File: src/rtl/udp_tx_arb_if.sv
// Handshake bundle between the payload requesters, the frame generator and udp_tx_arb.
// The slave modport is the arbiter's view; the master modport is the requester/generator side.
interface udp_tx_arb_if;
  logic        req0;
  logic [10:0] len0;
  logic [15:0] port0;
  logic        gnt0;
  logic        req1;
  logic [10:0] len1;
  logic [15:0] port1;
  logic        gnt1;
  logic        gen_start;
  logic [10:0] gen_len;
  logic [15:0] gen_dst_port;
  logic        gen_done;
  logic        active_id;
  logic        busy;
  logic        err_timeout;

  modport master (
    output req0, len0, port0, req1, len1, port1, gen_done,
    input  gnt0, gnt1, gen_start, gen_len, gen_dst_port, active_id, busy, err_timeout
  );

  modport slave (
    input  req0, len0, port0, req1, len1, port1, gen_done,
    output gnt0, gnt1, gen_start, gen_len, gen_dst_port, active_id, busy, err_timeout
  );
endinterface

File: src/rtl/udp_tx_arb.sv
// Two-requester round-robin scheduler in front of the shared Ethernet/IP/UDP frame generator.
// One frame per grant: latch length/port, pulse gen_start, wait for gen_done (or time out),
// then hold off for the inter-frame gap before arbitrating again. All outputs are registered.
module udp_tx_arb #(
  parameter int unsigned IFG_CYCLES = 12,
  parameter int unsigned MIN_LEN    = 18,
  parameter int unsigned MAX_LEN    = 1472,
  parameter int unsigned TIMEOUT    = 4096
) (
  input  logic           clk,
  input  logic           rst_n,
  udp_tx_arb_if.slave    bus_io
);

  localparam int unsigned TmoW = (TIMEOUT > 2) ? $clog2(TIMEOUT) : 1;
  localparam logic [TmoW-1:0] TmoLast = TmoW'(TIMEOUT - 1);
  localparam int unsigned GapW = (IFG_CYCLES > 2) ? $clog2(IFG_CYCLES) : 1;
  // IFG_CYCLES = 0 still spends one cycle in GAP, so the last count is 0 in that case too.
  localparam logic [GapW-1:0] GapLast = (IFG_CYCLES == 0) ? '0 : GapW'(IFG_CYCLES - 1);

  typedef enum logic [1:0] {StIdle, StLaunch, StSend, StGap} state_e;

  state_e          state_q, state_d;
  logic            last_q, last_d;
  logic            gnt0_q, gnt0_d;
  logic            gnt1_q, gnt1_d;
  logic            gen_start_q, gen_start_d;
  logic [10:0]     gen_len_q, gen_len_d;
  logic [15:0]     gen_port_q, gen_port_d;
  logic            active_id_q, active_id_d;
  logic            busy_q, busy_d;
  logic            err_q, err_d;
  logic [TmoW-1:0] tmo_cnt_q, tmo_cnt_d;
  logic [GapW-1:0] gap_cnt_q, gap_cnt_d;

  logic            any_req;
  logic            sel_id;

  // Force the requested payload length into the legal UDP range for a single frame.
  function automatic logic [10:0] clamp_len(input logic [10:0] len);
    if (32'(len) < MIN_LEN) begin
      return 11'(MIN_LEN);
    end else if (32'(len) > MAX_LEN) begin
      return 11'(MAX_LEN);
    end
    return len;
  endfunction

  // Next-state and registered-output decode for the frame scheduler.
  always_comb begin
    state_d     = state_q;
    last_d      = last_q;
    gnt0_d      = 1'b0;
    gnt1_d      = 1'b0;
    gen_start_d = 1'b0;
    gen_len_d   = gen_len_q;
    gen_port_d  = gen_port_q;
    active_id_d = active_id_q;
    err_d       = 1'b0;
    tmo_cnt_d   = tmo_cnt_q;
    gap_cnt_d   = gap_cnt_q;

    any_req = bus_io.req0 | bus_io.req1;
    // On a tie the requester that was not served last wins.
    if (bus_io.req0 && bus_io.req1) begin
      sel_id = ~last_q;
    end else begin
      sel_id = bus_io.req1 & ~bus_io.req0;
    end

    unique case (state_q)
      StIdle: begin
        if (any_req) begin
          active_id_d = sel_id;
          last_d      = sel_id;
          gen_len_d   = clamp_len(sel_id ? bus_io.len1 : bus_io.len0);
          gen_port_d  = sel_id ? bus_io.port1 : bus_io.port0;
          gnt0_d      = ~sel_id;
          gnt1_d      = sel_id;
          gen_start_d = 1'b1;
          state_d     = StLaunch;
        end
      end
      StLaunch: begin
        tmo_cnt_d = '0;
        state_d   = StSend;
      end
      StSend: begin
        if (bus_io.gen_done) begin
          gap_cnt_d = '0;
          state_d   = StGap;
        end else if (tmo_cnt_q == TmoLast) begin
          // Generator never finished: abandon the frame but still honour the gap.
          err_d     = 1'b1;
          gap_cnt_d = '0;
          state_d   = StGap;
        end else begin
          tmo_cnt_d = tmo_cnt_q + 1'b1;
        end
      end
      StGap: begin
        if (gap_cnt_q == GapLast) begin
          state_d = StIdle;
        end else begin
          gap_cnt_d = gap_cnt_q + 1'b1;
        end
      end
      default: state_d = StIdle;
    endcase

    busy_d = (state_d != StIdle);
  end

  // State and output registers; last_q resets to 1 so requester 0 wins the first tie.
  always_ff @(posedge clk or negedge rst_n) begin
    if (!rst_n) begin
      state_q     <= StIdle;
      last_q      <= 1'b1;
      gnt0_q      <= 1'b0;
      gnt1_q      <= 1'b0;
      gen_start_q <= 1'b0;
      gen_len_q   <= '0;
      gen_port_q  <= '0;
      active_id_q <= 1'b0;
      busy_q      <= 1'b0;
      err_q       <= 1'b0;
      tmo_cnt_q   <= '0;
      gap_cnt_q   <= '0;
    end else begin
      state_q     <= state_d;
      last_q      <= last_d;
      gnt0_q      <= gnt0_d;
      gnt1_q      <= gnt1_d;
      gen_start_q <= gen_start_d;
      gen_len_q   <= gen_len_d;
      gen_port_q  <= gen_port_d;
      active_id_q <= active_id_d;
      busy_q      <= busy_d;
      err_q       <= err_d;
      tmo_cnt_q   <= tmo_cnt_d;
      gap_cnt_q   <= gap_cnt_d;
    end
  end

  assign bus_io.gnt0         = gnt0_q;
  assign bus_io.gnt1         = gnt1_q;
  assign bus_io.gen_start    = gen_start_q;
  assign bus_io.gen_len      = gen_len_q;
  assign bus_io.gen_dst_port = gen_port_q;
  assign bus_io.active_id    = active_id_q;
  assign bus_io.busy         = busy_q;
  assign bus_io.err_timeout  = err_q;

endmodule

File: src/flat_wrapper.sv
// flat-port wrapper written by rule: the top's interface ports become plain ports
module udp_tx_arb_flat 
#(
  parameter int unsigned IFG_CYCLES = 12,
  parameter int unsigned MIN_LEN    = 18,
  parameter int unsigned MAX_LEN    = 1472,
  parameter int unsigned TIMEOUT    = 4096
)
  (clk, rst_n, bus_io_req0, bus_io_len0, bus_io_port0, bus_io_req1, bus_io_len1, bus_io_port1, bus_io_gen_done, bus_io_gnt0, bus_io_gnt1, bus_io_gen_start, bus_io_gen_len, bus_io_gen_dst_port, bus_io_active_id, bus_io_busy, bus_io_err_timeout);
  udp_tx_arb_if bus_io_i ();
  input  logic clk;
  input  logic rst_n;
  input wire logic [$bits(bus_io_i.req0)-1:0] bus_io_req0;
  input wire logic [$bits(bus_io_i.len0)-1:0] bus_io_len0;
  input wire logic [$bits(bus_io_i.port0)-1:0] bus_io_port0;
  input wire logic [$bits(bus_io_i.req1)-1:0] bus_io_req1;
  input wire logic [$bits(bus_io_i.len1)-1:0] bus_io_len1;
  input wire logic [$bits(bus_io_i.port1)-1:0] bus_io_port1;
  input wire logic [$bits(bus_io_i.gen_done)-1:0] bus_io_gen_done;
  output wire logic [$bits(bus_io_i.gnt0)-1:0] bus_io_gnt0;
  output wire logic [$bits(bus_io_i.gnt1)-1:0] bus_io_gnt1;
  output wire logic [$bits(bus_io_i.gen_start)-1:0] bus_io_gen_start;
  output wire logic [$bits(bus_io_i.gen_len)-1:0] bus_io_gen_len;
  output wire logic [$bits(bus_io_i.gen_dst_port)-1:0] bus_io_gen_dst_port;
  output wire logic [$bits(bus_io_i.active_id)-1:0] bus_io_active_id;
  output wire logic [$bits(bus_io_i.busy)-1:0] bus_io_busy;
  output wire logic [$bits(bus_io_i.err_timeout)-1:0] bus_io_err_timeout;
  assign bus_io_i.req0 = bus_io_req0;
  assign bus_io_i.len0 = bus_io_len0;
  assign bus_io_i.port0 = bus_io_port0;
  assign bus_io_i.req1 = bus_io_req1;
  assign bus_io_i.len1 = bus_io_len1;
  assign bus_io_i.port1 = bus_io_port1;
  assign bus_io_i.gen_done = bus_io_gen_done;
  assign bus_io_gnt0 = bus_io_i.gnt0;
  assign bus_io_gnt1 = bus_io_i.gnt1;
  assign bus_io_gen_start = bus_io_i.gen_start;
  assign bus_io_gen_len = bus_io_i.gen_len;
  assign bus_io_gen_dst_port = bus_io_i.gen_dst_port;
  assign bus_io_active_id = bus_io_i.active_id;
  assign bus_io_busy = bus_io_i.busy;
  assign bus_io_err_timeout = bus_io_i.err_timeout;
  udp_tx_arb #(.IFG_CYCLES(IFG_CYCLES), .MIN_LEN(MIN_LEN), .MAX_LEN(MAX_LEN), .TIMEOUT(TIMEOUT)) u_core (.clk(clk), .rst_n(rst_n), .bus_io(bus_io_i));
endmodule
File: config.mk
export PLATFORM = sky130hd
export DESIGN_NAME = udp_tx_arb_flat
export DESIGN_NICKNAME = d
export VERILOG_FILES = /design/src/rtl/udp_tx_arb_if.sv /design/src/rtl/udp_tx_arb.sv /design/src/flat_wrapper.sv
export SDC_FILE = /design/constraint.sdc
export NUM_CORES = 1
export LEC_CHECK = 0
export BUFFER_PORTS_ARGS = -buffer_cell sky130_fd_sc_hd__buf_2
export CORE_UTILIZATION = 49
export DETAILED_ROUTE_END_ITERATION = 12
export GPL_TIMING_DRIVEN = 0
export HOLD_SLACK_MARGIN = 0.15
export PLACE_DENSITY = 0.87
export SKIP_CTS_REPAIR_TIMING = 1
export SLEW_MARGIN = 40
export SYNTH_ARGS = -nofsm -noshare
export SYNTH_HDL_FRONTEND = slang
export SYNTH_SLANG_ARGS = --single-unit
File: constraint.sdc
create_clock -name clk -period 2.15 [get_ports clk]
set_input_delay 0.3225 -clock clk [delete_from_list [all_inputs] [get_ports clk]]
set_output_delay 0.3225 -clock clk [all_outputs]
set_load 0.02 [all_outputs]
==> impl_metrics.csv, run 1 <==
group,metric,value,unit
outcome,status,"complete, no violations",
cts,cts-root-buf,"clkbuf_8",
sta,finalClockSkew,0.009372,ns
die,die_x,74.11,um
global_route,grtUsageMet2,38.38,%
worst_setup_path,worstPathCellList,"ha_1 -> nand4_1 -> nor3_2 -> o21ai_0 -> nand3_1 -> o21ai_0",
worst_setup_path,crit_arrival,2.14,ns
worst_setup_path,crit_type,"flip-flop to flip-flop",
die,die_area,5492,um2
worst_hold_path,min_path_type,"input pin to flip-flop",
sta,slew_violations,0,
detailed_routing,drt_first_pass_iters,5,
detailed_routing,drtAntennaViolNets,0,
layout,areaGrowthSynthToFinish,25.59,%
worst_setup_path,max_stage_delay,0.49,ns
layout,final_cell_area,3199,um2
cts,cts_tree,"built",
layout,final_common_cell,"buf_2",
sta,rsz0062_at_grt,"false",
yosys,synth.area.mux_share,1.572,%
sta,tns,0,ns
worst_setup_path,crit_path_end_kind,"flip-flop",
place,hpwl,4.408,mm
global_route,met1_usage,31.99,%
global_route,grt_overflow,0,
global_route,met3_usage,5.285,%
layout,stdcell_count,421,
layout,nNetsFinal,414,
yosys,synth_edf_count,0,
detailed_routing,drc,0,
cts,clockBufferDepth,2,
power,cellPowerDensity,1076,nW/um2
cts,clkSinkCount,52,
yosys,syn_nets,315,
die,pin_count,92,
cts,cts.clk_slew.worst_paths,0.09,ns
detailed_routing,wl_per_cell,13.79,um
place,numPortBuffers,91,
die,core_area,4848,um2
job,max-cap-violations,0,
yosys,synthAdderAreaFrac,0.9823,%
worst_setup_path,startpoint_type,"flip-flop",
yosys,synth_top_family_by_area,"simple AND/OR/NAND/NOR gates",
cts,cts-htree-levels,2,
sta,fin_crit,1.948,ns
detailed_routing,vias,2330,
sta,max_freq,513.4,MHz
yosys,synth-seq-area-share,51.13,%
worst_setup_path,crit_top_cell,"o21ai_0",
place,gp_congestion,0.9969,
global_route,busiest_layer,"met2",
worst_setup_path,required,2.34,ns
cts,cts_buffers,5,
yosys,synth-main-ff-cell,"dfrtp_1",
yosys,syn-instance-count,254,
place,detailed_place.area,3089,um2
global_route,grt_pass1_vias,2239,
layout,drive_above_1_share,32.20,%
yosys,syn_area,2547,um2
yosys,synth_xor_area_share,2.750,%
worst_setup_path,cp_max_fo,6,
sta,slew-limit-headroom,57.24,%
detailed_routing,wl,5.805,mm
global_route,grt_max_degree,53,
sta,hold_violations,0,
die,die_h,74.11,um
power,p_leak,0.001681,uW
cts,clock_latency,0.31,ns
yosys,synth-seq-cells,52,
yosys,synthDistinctLibCells,47,
sta,worst_pin_slew,0.6379,ns
yosys,avgSynthCellArea,10.03,um2
yosys,yosys.area_share.simple,19.35,%
worst_setup_path,path_delay_family,"simple AND/OR/NAND/NOR gates",
place,placedCellCount,412,
global_route,track_usage,23.84,%
layout,n_antenna_cell,0,
global_route,antenna_found_initial,0,
detailed_routing,drt_iter0_markers,193,
sta,period_share,90.59,%
layout,multiInputGateArea,1119,um2
worst_setup_path,critPathSlowestCell,"nor3_2",
yosys,yosys_warnings,0,
detailed_routing,avgViaCountPerCell,5.534,
layout,fill_cells,362,
yosys,ys_async_sr_fraction,100.0,%
power,irDropWorstVdd,0.0007258,V
layout,layout_common_cells,"buf_2 (95), dfrtp_1 (51), nand2_1 (27), nor2_1 (23), inv_1 (20)",
power,power,3441,uW
layout,regArea,1303,um2
die,initial_core_util,52.54,%
sta,finalSetupViolations,0,
yosys,synth-compound-area-share,19.25,%
worst_setup_path,path_buf_inv,0,
die,placementRows,25,
global_route,grt_pass1_wl,10.02,mm
==> final timing paths <==
kind / cells after the start / to / slack [ns] / start
max in group asynchronous: 2 / u_core.tmo_cnt_q[1] / 1.14 / rst_n
setup reg to reg: 6 / u_core.gap_cnt_q[1] / 0.20 / u_core.tmo_cnt_q[0]
hold reg to reg: 1 / u_core.bus_io.active_id / 0.49 / u_core.bus_io.active_id
min in group asynchronous: 2 / u_core.bus_io.gen_dst_port[0] / 0.58 / rst_n
hold / removal: 3 / u_core.bus_io.gen_dst_port[6] / 0.24 / bus_io_port0[6]
setup / recovery: 6 / u_core.gap_cnt_q[1] / 0.20 / u_core.tmo_cnt_q[0]
==> per-stage QoR <==
stage	setup slack [ns]	utilization (%)	hold slack, ns
after floorplan	0.4662	-	0.02691
after global placement	0.2737	63.66	0.4649
after detailed placement	0.2351	63.72	0.3839
after CTS	0.2063	65.78	0.04944
after global routing	0.07075	65.99	0.2307
final	0.2023	65.99	0.2399
==> worst min-delay path: stages <==
cell and delay (ns):
buf_2 0.07, a222oi_1 0.07, inv_1 0.05
==> cells by family after synthesis <==
family	count (synthesis)
AO/OA/AOI/OAI	63
XOR/XNOR	8
adder cells (fa/ha/maj)	2
buffers and inverters	31
flip-flops	52
multiplexers	4
AND/OR/NAND/NOR	94
==> sequential cells by signal, summed over array words and instances (netlist names) <==
signal and count:
u_core.bus_io.gnt1 1, u_core.bus_io.gen_dst_port 16, u_core.gap_cnt_q 4, u_core.last_q 1, u_core.tmo_cnt_q 12, u_core.bus_io.active_id 1
u_core.bus_io.err_timeout 1, u_core.bus_io.gen_len 11, u_core.bus_io.busy 1, u_core.bus_io.gen_start 1, u_core.state_q 2, u_core.bus_io.gnt0 1
==> metal layers <==
layer | wire (um) | part of all wire, % | up-vias
met2 | 2804 | 48 | 96
met1 | 2540 | 44 | 1089
met3 | 360 | 6.2 | 11
met5 | 0 | 0 | -
met4 | 99 | 1.7 | 0
li1 | - | - | 1134
==> cell usage after synthesis, types with 4 or more instances <==
cell type   n  area, um2
a22o_1      7      61.31
a222oi_1   16      160.2
o21ai_0     4      20.02
nand4_1     7      43.79
nor2_1     23      86.33
nand3_1     9      45.04
xor2_1      4      35.03
or3_1       4      25.02
clkbuf_1    5      18.77
nand2_1    27      101.4
a21oi_1    16      80.08
inv_1      20      75.07
buf_2       5      25.02
nor4_1      5      31.28
mux2i_1     4      40.04
xnor2_1     4      35.03
dfrtp_1    51       1276
==> layout make-up <==
class | count | area share (%)
Clock inverter | 2 | 0.5475
Timing Repair Buffer | 92 | 14.63
Clock buffer | 6 | 2.581
Inverter | 20 | 2.346
Buffer | 11 | 1.603
Multi-Input combinational cell | 171 | 34.96
Tap cell | 67 | 2.620
Sequential cell | 52 | 40.71
==> report_power, final <==
part	internal [uW]	total, uW	leakage (uW)	switching [uW]
combinational	519	1310	0.000973	788
clock	270	595	0.0000522	326
sequential	1310	1540	0.000656	227
total	2100	3440	0.00168	1340
No activity file was read; power rests on OpenSTA's default activity.
==> inputs of run 2 (changes only) <==
--- a/config.mk
+++ b/config.mk
@@ -6,11 +6,11 @@
 export NUM_CORES = 1
 export LEC_CHECK = 0
 export BUFFER_PORTS_ARGS = -buffer_cell sky130_fd_sc_hd__buf_2
-export CORE_UTILIZATION = 49
+export CORE_UTILIZATION = 45
 export DETAILED_ROUTE_END_ITERATION = 12
 export GPL_TIMING_DRIVEN = 0
 export HOLD_SLACK_MARGIN = 0.15
-export PLACE_DENSITY = 0.87
+export PLACE_DENSITY = 0.84
 export SKIP_CTS_REPAIR_TIMING = 1
 export SLEW_MARGIN = 40
 export SYNTH_ARGS = -nofsm -noshare
==> constraint.sdc (replaced) <==
create_clock -name clk -period 1.75 [get_ports clk]
set_input_delay 0.2625 -clock clk [delete_from_list [all_inputs] [get_ports clk]]
set_output_delay 0.2625 -clock clk [all_outputs]
set_load 0.02 [all_outputs]
==> run 2 against run 1 <==
Worst hold slack worse by 0.059 ns. Total power increased by 24%. Sequential share of layout area is 1.0 points lower. Global-route usage shrank 2.7 points. Non-clock buffer count up 4. First-iteration DRC count grew 13%.
==> impl_metrics.csv, run 2 (same netlist as run 1, synthesis figures left out) <==
group,metric,value,unit
worst_setup_path,cp_max_fo,5,
worst_setup_path,crit_arrival,1.90,ns
die,die_h,77.24,um
power,p_leak,0.001727,uW
die,pin_count,92,
sta,hold_violations,0,
power,power_frac_comb,38.7,%
detailed_routing,drtAntennaViolNets,0,
detailed_routing,vias,2367,
layout,drive_above_1_share,34.92,%
layout,n_antenna_cell,0,
detailed_routing,drt_iter0_markers,219,
global_route,grt_pass1_vias,2239,
cts,cts.clk_slew.worst_paths,0.09,ns
layout,final_common_cell,"buf_2",
worst_hold_path,worstHoldPathCells,3,
power,switchingPower,1636,uW
layout,nNetsFinal,418,
die,die_x,77.24,um
detailed_routing,drc,0,
sta,finalClockSkew,0.005887,ns
worst_setup_path,critPathLaunch,"u_core.tmo_cnt_q[0]",
detailed_routing,avgViaCountPerCell,5.505,
die,initial_core_util,46.55,%
power,clockPowerShare,16.6,%
global_route,antenna_found_initial,0,
worst_setup_path,worstPathCellList,"ha_2 -> nand4_1 -> nor3_4 -> nor4_4 -> a31oi_1 -> a41o_1",
worst_setup_path,path_delay_family,"simple AND/OR/NAND/NOR gates",
worst_setup_path,required,1.96,ns
layout,areaGrowthSynthToFinish,29.13,%
layout,largest_reg_flops,16,
outcome,status,"complete, no violations",
worst_setup_path,r2r_end,"u_core.tmo_cnt_q[7]",
worst_setup_path,ff2ff_setup_slack,0.05,ns
worst_setup_path,startpoint_type,"flip-flop",
place,numPortBuffers,91,
sta,slew-limit-headroom,57.79,%
detailed_routing,drt_first_pass_iters,5,
sta,slew_violations,0,
global_route,track_usage,21.17,%
cts,cts-htree-levels,2,
cts,cts-root-buf,"clkbuf_8",
worst_setup_path,timing.rr.start,"u_core.tmo_cnt_q[0]",
die,core_area,5473,um2
worst_hold_path,hp-start,"bus_io_port0[15]",
job,max-cap-violations,0,
worst_setup_path,max_stage_delay,0.42,ns
cts,cts_tree,"built",
die,die_area,5966,um2
global_route,grt_pass1_wl,9.825,mm
global_route,grt_max_degree,53,
power,irDropWorstVdd,0.0009927,V
power,sw_frac_of_total,38.45,%
sta,max_freq,589.6,MHz
place,hpwl,4.310,mm
cts,cts_buffers,5,
cts,clockBufferDepth,2,
sta,tns,0,ns
sta,rsz0062_at_grt,"true",
worst_setup_path,crit_type,"flip-flop to flip-flop",
worst_setup_path,path_buf_inv,0,
worst_setup_path,critPathSlowestCell,"dfrtp_1",
cts,clock_latency,0.31,ns
power,intPower,2619,uW
sta,worst_pin_slew,0.6332,ns
cts,clkSinkCount,52,
detailed_routing,wl_per_cell,13.81,um
sta,period_share,96.91,%
place,gp_congestion,0.8936,
layout,layout_common_cells,"buf_2 (92), dfrtp_1 (49), nand2_1 (27), nor2_1 (20), inv_1 (20)",
sta,fin_crit,1.696,ns
worst_setup_path,crit_path_end_kind,"flip-flop",
detailed_routing,wl,5.939,mm
place,detailed_place.area,3095,um2
worst_hold_path,min_to,"u_core.bus_io.gen_dst_port[15]",
power,power,4256,uW
worst_hold_path,min_path_type,"input pin to flip-flop",
power,seqPwrFrac,44.7,%
die,placementRows,27,
layout,fill_cells,481,
power,cellPowerDensity,1294,nW/um2
sta,finalSetupViolations,0,
worst_setup_path,reg2regPathDepth,6,
global_route,grt_overflow,0,
layout,final_cell_area,3289,um2
run 2: layout make-up:
| type | count | area, um2 | share of cell area, % |
|---|---|---|---|
| Sequential cell | 52 | 1305 | 39.67 |
| Timing Repair Buffer | 98 | 513.0 | 15.60 |
| Buffer | 9 | 43.79 | 1.331 |
| Inverter | 20 | 75.07 | 2.282 |
| Tap cell | 72 | 90.09 | 2.739 |
| Multi-Input combinational cell | 171 | 1169 | 35.53 |
| Clock inverter | 1 | 7.507 | 0.2282 |
| Clock buffer | 7 | 86.33 | 2.625 |
run 2: per-layer routing:
metal / vias up / track usage [%] / wire length [um]
met5: - / 0 / 0
met4: 0 / 10.00 / 135
met3: 8 / 4.167 / 308
met2: 88 / 35.58 / 2906
met1: 1135 / 26.01 / 2589
li1: 1136 / - / -
run 2: worst max path at each step:
stage | endpoint | slack [ns] | cells past startpoint
6_report | u_core.tmo_cnt_q[7] | 0.05 | 6
5_1_grt | u_core.tmo_cnt_q[9] | -0.05 | 7
4_1_cts | u_core.gap_cnt_q[0] | -0.20 | 6
3_5_place_dp | u_core.gap_cnt_q[0] | -0.17 | 6
3_3_place_gp | u_core.tmo_cnt_q[3] | -0.11 | 6
2_1_floorplan | u_core.tmo_cnt_q[7] | 0.07 | 6
run 2: worst register-to-register path: cells and delay by family (launching register included):
kind / cells / cell delay (ns)
DFF: 1 / 0.42
adders and majority gates: 1 / 0.21
and+or+nand+nor: 3 / 0.60
AOI/OAI and AO/OA: 2 / 0.35
run 2: through the flow:
step | setup slack, ns | utilization, % | std cells | hold slack [ns]
after floorplan | 0.06623 | - | 254 | -0.03309
after global placement | -0.1078 | 56.52 | 417 | 0.4622
after detailed placement | -0.1685 | 56.56 | 417 | 0.3375
after CTS | -0.2049 | 58.28 | 425 | -0.004044
after global routing | -0.04728 | 60.11 | 430 | 0.1706
final | 0.05400 | 60.11 | 430 | 0.1810
run 2: power groups by stage:
stage | clock, uW | combinational, uW | sequential [uW]
floorplan | 0 | 705 | 2220
global placement | 0 | 1560 | 1880
detailed placement | 0 | 1610 | 1880
CTS | 733 | 1610 | 1870
global route | 781 | 1830 | 1960
finish | 708 | 1650 | 1900
